===== src/rtl/robot_seq_pkg.sv =====
// Shared types and helpers for the multi-axis robot motion sequencer.
package robot_seq_pkg;

    typedef enum logic [2:0] {
        S_IDLE,
        S_SELECT,
        S_ISSUE,
        S_WAIT,
        S_RETRY,
        S_NEXT,
        S_FINISH,
        S_ERROR
    } state_e;

    localparam logic [1:0] ERR_NONE    = 2'd0;
    localparam logic [1:0] ERR_TIMEOUT = 2'd1;
    localparam logic [1:0] ERR_FAULT   = 2'd2;
    localparam logic [1:0] ERR_CFG     = 2'd3;

    // Widest axis mask the round-robin picker can handle.
    localparam int MAX_AXIS = 32;

    // Index of the lowest set bit, or -1 when the mask is empty.
    function automatic int lowest_set(input logic [MAX_AXIS-1:0] mask);
        int pos;
        pos = -1;
        for (int i = MAX_AXIS - 1; i >= 0; i--) begin
            if (mask[i]) pos = i;
        end
        return pos;
    endfunction

endpackage


===== src/rtl/robot_rr_pick.sv =====
// Combinational round-robin picker: first set mask bit at or after start_idx,
// searching upward with wrap. wrap flags that the search passed the top axis.
module robot_rr_pick
    import robot_seq_pkg::*;
#(
    parameter int N = 4
) (
    input  logic [N-1:0]         mask,
    input  logic [$clog2(N)-1:0] start_idx,
    output logic [$clog2(N)-1:0] idx,
    output logic                 valid,
    output logic                 wrap
);
    localparam int             IDX_W = $clog2(N);
    localparam int             PW    = IDX_W + 1;
    localparam logic [PW-1:0]  N_W   = PW'(N);

    logic [MAX_AXIS-1:0] rot;
    logic [PW-1:0]       pos;
    logic [PW-1:0]       sum;
    int                  off;

    // Rotate the mask so bit 0 is start_idx, take the lowest set bit, rotate back.
    always_comb begin
        rot = '0;
        pos = '0;
        for (int i = 0; i < N; i++) begin
            pos = {1'b0, start_idx} + PW'(i);
            if (pos >= N_W) pos = pos - N_W;
            rot[i] = mask[pos[IDX_W-1:0]];
        end
        off   = lowest_set(rot);
        valid = (off >= 0);
        sum   = {1'b0, start_idx} + (valid ? PW'(off) : '0);
        wrap  = valid && (sum >= N_W);
        idx   = wrap ? IDX_W'(sum - N_W) : sum[IDX_W-1:0];
    end

endmodule


===== src/rtl/robot_axis_sequencer.sv =====
// Multi-axis robot motion sequencer: round-robin move commands with watchdog,
// bounded retries, fault supervision and a programmed number of sweeps.
//
//   state    | meaning
//   ---------+-----------------------------------------------------------
//   IDLE     | waiting for start; config latched on start
//   SELECT   | choose lowest enabled axis at or after the pointer
//   ISSUE    | one-cycle go_o pulse to the current axis, watchdog cleared
//   WAIT     | waiting for done_i of the current axis, watchdog running
//   RETRY    | watchdog expired; re-issue or give up with timeout error
//   NEXT     | advance pointer, count a sweep on wrap, maybe finish
//   FINISH   | one-cycle done pulse
//   ERROR    | error held with err_code until abort
module robot_axis_sequencer
    import robot_seq_pkg::*;
#(
    parameter int N_AXIS    = 4,
    parameter int CNT_W     = 8,
    parameter int TIMEOUT   = 255,
    parameter int MAX_RETRY = 3
) (
    input  logic                      clk,
    input  logic                      rst,
    input  logic                      start,
    input  logic                      abort,
    input  logic [N_AXIS-1:0]         axis_en,
    input  logic [CNT_W-1:0]          cycles,
    input  logic [N_AXIS-1:0]         done_i,
    input  logic                      fault_i,
    output logic [N_AXIS-1:0]         go_o,
    output logic                      busy,
    output logic                      done,
    output logic                      error,
    output logic [1:0]                err_code,
    output logic [$clog2(N_AXIS)-1:0] cur_axis,
    output logic [CNT_W-1:0]          cycle_cnt
);
    localparam int                 IDX_W     = $clog2(N_AXIS);
    localparam int                 WD_W      = $clog2(TIMEOUT + 1);
    localparam int                 RT_W      = (MAX_RETRY < 1) ? 1 : $clog2(MAX_RETRY + 1);
    localparam logic [WD_W-1:0]    WD_LAST   = WD_W'(TIMEOUT - 1);
    localparam logic [RT_W-1:0]    MAX_R     = RT_W'(MAX_RETRY);
    localparam logic [IDX_W-1:0]   LAST_AXIS = IDX_W'(N_AXIS - 1);

    state_e              state_q,     state_d;
    logic [N_AXIS-1:0]   axis_en_q,   axis_en_d;
    logic [CNT_W-1:0]    cycles_q,    cycles_d;
    logic [IDX_W-1:0]    ptr_q,       ptr_d;
    logic [IDX_W-1:0]    cur_axis_q,  cur_axis_d;
    logic [CNT_W-1:0]    cycle_cnt_q, cycle_cnt_d;
    logic [WD_W-1:0]     wd_q,        wd_d;
    logic [RT_W-1:0]     retry_q,     retry_d;
    logic [N_AXIS-1:0]   go_q,        go_d;
    logic                busy_q,      busy_d;
    logic                done_q,      done_d;
    logic                error_q,     error_d;
    logic [1:0]          err_code_q,  err_code_d;

    logic [IDX_W-1:0]    pick_start;
    logic [IDX_W-1:0]    pick_idx;
    logic                pick_valid;
    logic                pick_wrap;
    logic [IDX_W-1:0]    next_start;
    logic                next_wrap;
    logic [CNT_W-1:0]    cnt_inc;

    // Busy covers the states in which a move is being sequenced; FINISH is
    // excluded so busy drops together with the done pulse.
    function automatic logic is_busy(input state_e s);
        return s inside {S_SELECT, S_ISSUE, S_WAIT, S_RETRY, S_NEXT};
    endfunction

    assign next_start = (cur_axis_q == LAST_AXIS) ? '0 : cur_axis_q + IDX_W'(1);
    assign next_wrap  = pick_wrap | (cur_axis_q == LAST_AXIS);
    assign pick_start = (state_q == S_NEXT) ? next_start : ptr_q;
    assign cnt_inc    = cycle_cnt_q + CNT_W'(1);

    robot_rr_pick #(
        .N (N_AXIS)
    ) u_pick (
        .mask      (axis_en_q),
        .start_idx (pick_start),
        .idx       (pick_idx),
        .valid     (pick_valid),
        .wrap      (pick_wrap)
    );

    // Next-state and next-output logic; abort and fault override the case.
    always_comb begin
        state_d     = state_q;
        axis_en_d   = axis_en_q;
        cycles_d    = cycles_q;
        ptr_d       = ptr_q;
        cur_axis_d  = cur_axis_q;
        cycle_cnt_d = cycle_cnt_q;
        wd_d        = wd_q;
        retry_d     = retry_q;
        err_code_d  = err_code_q;

        case (state_q)
            S_IDLE: begin
                if (start) begin
                    axis_en_d   = axis_en;
                    cycles_d    = cycles;
                    cycle_cnt_d = '0;
                    ptr_d       = '0;
                    retry_d     = '0;
                    if (axis_en == '0 || cycles == '0) begin
                        state_d    = S_ERROR;
                        err_code_d = ERR_CFG;
                    end else begin
                        state_d = S_SELECT;
                    end
                end
            end
            S_SELECT: begin
                if (pick_valid) begin
                    cur_axis_d = pick_idx;
                    state_d    = S_ISSUE;
                end else begin
                    state_d    = S_ERROR;
                    err_code_d = ERR_CFG;
                end
            end
            S_ISSUE: begin
                wd_d    = '0;
                state_d = S_WAIT;
            end
            S_WAIT: begin
                wd_d = wd_q + WD_W'(1);
                if (done_i[cur_axis_q]) begin
                    retry_d = '0;
                    state_d = S_NEXT;
                end else if (wd_q == WD_LAST) begin
                    state_d = S_RETRY;
                end
            end
            S_RETRY: begin
                if (retry_q < MAX_R) begin
                    retry_d = retry_q + RT_W'(1);
                    state_d = S_ISSUE;
                end else begin
                    state_d    = S_ERROR;
                    err_code_d = ERR_TIMEOUT;
                end
            end
            S_NEXT: begin
                ptr_d   = pick_idx;
                state_d = S_SELECT;
                if (next_wrap) begin
                    cycle_cnt_d = cnt_inc;
                    if (cnt_inc == cycles_q) state_d = S_FINISH;
                end
            end
            S_FINISH: state_d = S_IDLE;
            S_ERROR:  state_d = S_ERROR;
            default:  state_d = S_IDLE;
        endcase

        if (fault_i && is_busy(state_q)) begin
            state_d    = S_ERROR;
            err_code_d = ERR_FAULT;
        end

        if (abort) begin
            state_d    = S_IDLE;
            err_code_d = ERR_NONE;
        end

        go_d = '0;
        if (state_d == S_ISSUE) go_d[cur_axis_d] = 1'b1;
        busy_d  = is_busy(state_d);
        done_d  = (state_d == S_FINISH);
        error_d = (state_d == S_ERROR);
    end

    // State, latched config, counters and registered outputs.
    always_ff @(posedge clk) begin
        if (rst) begin
            state_q     <= S_IDLE;
            axis_en_q   <= '0;
            cycles_q    <= '0;
            ptr_q       <= '0;
            cur_axis_q  <= '0;
            cycle_cnt_q <= '0;
            wd_q        <= '0;
            retry_q     <= '0;
            go_q        <= '0;
            busy_q      <= 1'b0;
            done_q      <= 1'b0;
            error_q     <= 1'b0;
            err_code_q  <= ERR_NONE;
        end else begin
            state_q     <= state_d;
            axis_en_q   <= axis_en_d;
            cycles_q    <= cycles_d;
            ptr_q       <= ptr_d;
            cur_axis_q  <= cur_axis_d;
            cycle_cnt_q <= cycle_cnt_d;
            wd_q        <= wd_d;
            retry_q     <= retry_d;
            go_q        <= go_d;
            busy_q      <= busy_d;
            done_q      <= done_d;
            error_q     <= error_d;
            err_code_q  <= err_code_d;
        end
    end

    assign go_o      = go_q;
    assign busy      = busy_q;
    assign done      = done_q;
    assign error     = error_q;
    assign err_code  = err_code_q;
    assign cur_axis  = cur_axis_q;
    assign cycle_cnt = cycle_cnt_q;

endmodule


===== config.mk =====
export PLATFORM = sky130hd
export DESIGN_NAME = robot_axis_sequencer
export DESIGN_NICKNAME = d
export VERILOG_FILES = /design/src/rtl/robot_seq_pkg.sv /design/src/rtl/robot_rr_pick.sv /design/src/rtl/robot_axis_sequencer.sv
export SDC_FILE = /design/constraint.sdc
export NUM_CORES = 1
export LEC_CHECK = 0
export ABC_AREA = 0
export CORE_MARGIN = 2
export CORE_UTILIZATION = 58
export DETAILED_ROUTE_END_ITERATION = 8
export PLACE_DENSITY_LB_ADDON = 0.25
export SYNTH_ARGS = -nofsm -noshare
export SYNTH_HDL_FRONTEND = slang
export SYNTH_SLANG_ARGS = --single-unit

===== constraint.sdc =====
create_clock -name clk -period 5.1 [get_ports clk]
set_input_delay 1.02 -clock clk [delete_from_list [all_inputs] [get_ports clk]]
set_output_delay 1.02 -clock clk [all_outputs]
set_load 0.005 [all_outputs]

==> impl_metrics.yaml <==
outcome:
  status: "completed"
setup_path:
  path_class: "reg2reg"
  worstPathArrival_ns: 3.79
  slowest_delay_ns: 0.67
  end_kind: "flop"
  crit_path_top_delay_cell: "dfxtp_1"
  required_ns: 5.29
  cp_max_fo: 18
  crit_chain: "and3b_1 -> mux2i_1 -> nand2_1 -> o311a_1 -> o32ai_1 -> fa_1 -> a21oi_1 -> nor2_1 -> o311ai_0 -> or4_1 -> and4_1"
  cp_top_family: "simple AND/OR/NAND/NOR gates"
  start_kind: "flop"
  cp.buffers_inverters: 0
finish:
  final_layout_size_suffix_gt1_share_pct: 5.74
  nets: 392
  antenna_cells: 0
  layout.cells.most_common: "dfxtp_1"
  final_cell_mix: "dfxtp_1, nand2_1, nor2_1"
  nFillCells: 366
  area_growth_pct: 19.8
global_routing:
  grt_pass1_vias: 2320
  track_usage_pct: 24.3
  gr-total-overflow: 0
  grt_start_max_net_pins: 35
  grt_antenna_before_repair: 0
  grt_pass1_wl_um: 10100
clock_network:
  cts_tree: "done"
  postCtsSetupBuffers: 0
  cts_resized: 0
  htree_levels: 2
  clk-insertion-delay-late_ns: 0.29
  cts.clk_slew.worst_paths_ns: 0.08
  cts-root-buf: "clkbuf_8"
  clkSinkCount: 46
  clock_path_buffers: 2
  cts_buffers: 5
  ctsHoldBuffers: 0
drt:
  num_vias: 2517
  drc: 0
  ant_nets: 0
  drt_iter0_drc: 229
  drt_first_pass_iters: 5
  vias_per_cell: 6.02
  post_drt_wl_per_cell_um: 14.0
  drt-total-wl_um: 5840
logic_synthesis:
  synth-seq-cells: 46
  synthMuxAreaShare_pct: 2.41
  synthSimpleGateAreaFrac_pct: 30.2
  synth_edf_count: 0
  synth.distinct_cells: 58
  synth.avg_cell_area_um2: 7.79
  async_flop_share_pct: 0
  synth_seq_area_share_pct: 35.5
  ys.flop_type: "dfxtp_1"
  synth_compound_area_share_pct: 21.7
  synth_top_family_by_area: "simple AND/OR/NAND/NOR gates"
  mappedNetlistNets: 360
  syn_inst: 333
  synth_warnings: 0
  synthXorXnorAreaFrac_pct: 3.38
  synth_area_um2: 2590
  yosys.area_share.adder_pct: 3.19
timing:
  worst_slew_pin_slew_ns: 0.695
  setup-violations-final: 0
  fmax_mhz: 278
  post-route-min-period_ns: 3.60
  setup_tns_ns: 0
  fin_crit_sh_pct: 70.6
  max_slew_margin_pct: 53.5
  hold_viol: 0
  rsz0062_at_grt: "no"
  drv_slew: 0
  clock_skew_ns: 0.00606
  worst_slack_ns: 1.50
floorplanning:
  die_h_um: 70.9
  ios: 40
  row_count: 24
  core_um2: 4320
  die_x_um: 70.9
  die_area_um2: 5020
  start_util_pct: 60.0
power:
  p_leak_uw: 0.00117
  power_density_nw_per_um2: 255
  ir_drop_v: 0.000146
placement:
  dp.final_hpwl_um: 4270
  post-place-ws_ns: 1.54
  routabilityCongestion: 0.892
  io_buffers: 39
run:
  cap_violations: 0
min_path:
  hold_class: "reg2reg"
## sequential cells by signal (all words and copies together) (netlist names)
register	count
busy	1
state_q	3
err_code	2
cur_axis	2
retry_q	2
go_o	4
done	1
wd_q	8
cycle_cnt	8
axis_en_q	4
error	1
cycles_q	8
ptr_q	2
## Yosys cell counts (2+ instances only)
library cell,number,area share (%)
a31oi_1,5,1.2
o21ai_0,19,3.7
or4_1,3,0.87
a31o_2,2,0.68
and3b_1,2,0.68
a211oi_1,2,0.58
and2_1,2,0.48
xnor2_1,5,1.7
nor3_1,8,1.5
a22oi_1,3,0.87
buf_2,3,0.58
nand3_1,10,1.9
nor2b_1,4,0.97
xor2_1,5,1.7
a21oi_1,39,7.5
ha_1,5,2.4
nor4_1,4,0.97
nand2_1,43,6.2
mux2i_1,4,1.5
dfxtp_1,46,36
nand2b_1,7,1.7
and3_1,7,1.7
o21bai_1,2,0.58
a311oi_1,2,0.68
nand4_1,5,1.2
or3_1,5,1.2
inv_1,8,1.2
nor2_1,40,5.8
or2_2,3,0.72
clkbuf_1,12,1.7
## power by group
group | leakage [uW] | switching (uW) | total, uW | internal, uW
Clock | 0.0000524 | 118 | 264 | 147
Sequential | 0.000373 | 18.6 | 391 | 372
Combinational | 0.000743 | 74.6 | 137 | 62.8
## kinds of logic after synthesis
logic type,after synthesis
AO/OA/AOI/OAI,89
XOR/XNOR,10
adder cells (fa/ha/maj),6
buffers and inverters,24
flip-flops,46
multiplexers,5
AND/OR/NAND/NOR,153
## per-layer routing
layer	GRT usage (%)	wire length (um)
met1	31.1	2600
met5	0	0
met2	39.9	2780
met3	4.42	343
met4	11.1	118
## layout make-up
class,instances,area [um^2],share of cell area [%]
Multi-Input combinational cell,263,1580,50.8
Sequential cell,46,921,29.7
Timing Repair Buffer,41,405,13.1
Clock buffer,7,76.3,2.46
Tap cell,52,65.1,2.10
Clock inverter,1,30.0,0.967
Inverter,8,30.0,0.967
## worst register-to-register path, delay by kind of cell, from the launching register on
family,cells,cell delay [ns]
compound gates,4,0.68
fa+ha+maj,1,0.25
flops,1,0.67
mux,1,0.48
simple gates,5,1.41
## metrics by stage
| step | cell area, um^2 | util [%] | power (uW) | cells | hold slack [ns] |
|---|---|---|---|---|---|
| after floorplan | 2590 | - | 488 | 333 | 0.448 |
| after global placement | 3000 | 69.4 | 533 | 410 | 0.455 |
| after detailed placement | 3000 | 69.4 | 535 | 410 | 0.461 |
| after CTS | 3110 | 71.8 | 797 | 418 | 0.473 |
| after global routing | 3110 | 71.8 | 831 | 418 | 0.493 |
| final | 3110 | 71.8 | 793 | 418 | 0.471 |
## worst paths after layout
path	from	end	slack, ns	cells past startpoint
worst min-delay path	cycles_q[1]	cycles_q[1]	0.47	2
worst max register to register	state_q[2]	busy	1.50	11
worst min register to register	cycles_q[1]	cycles_q[1]	0.47	2
worst max-delay path	state_q[2]	busy	1.50	11
No activity file was read; power rests on OpenSTA's default activity.
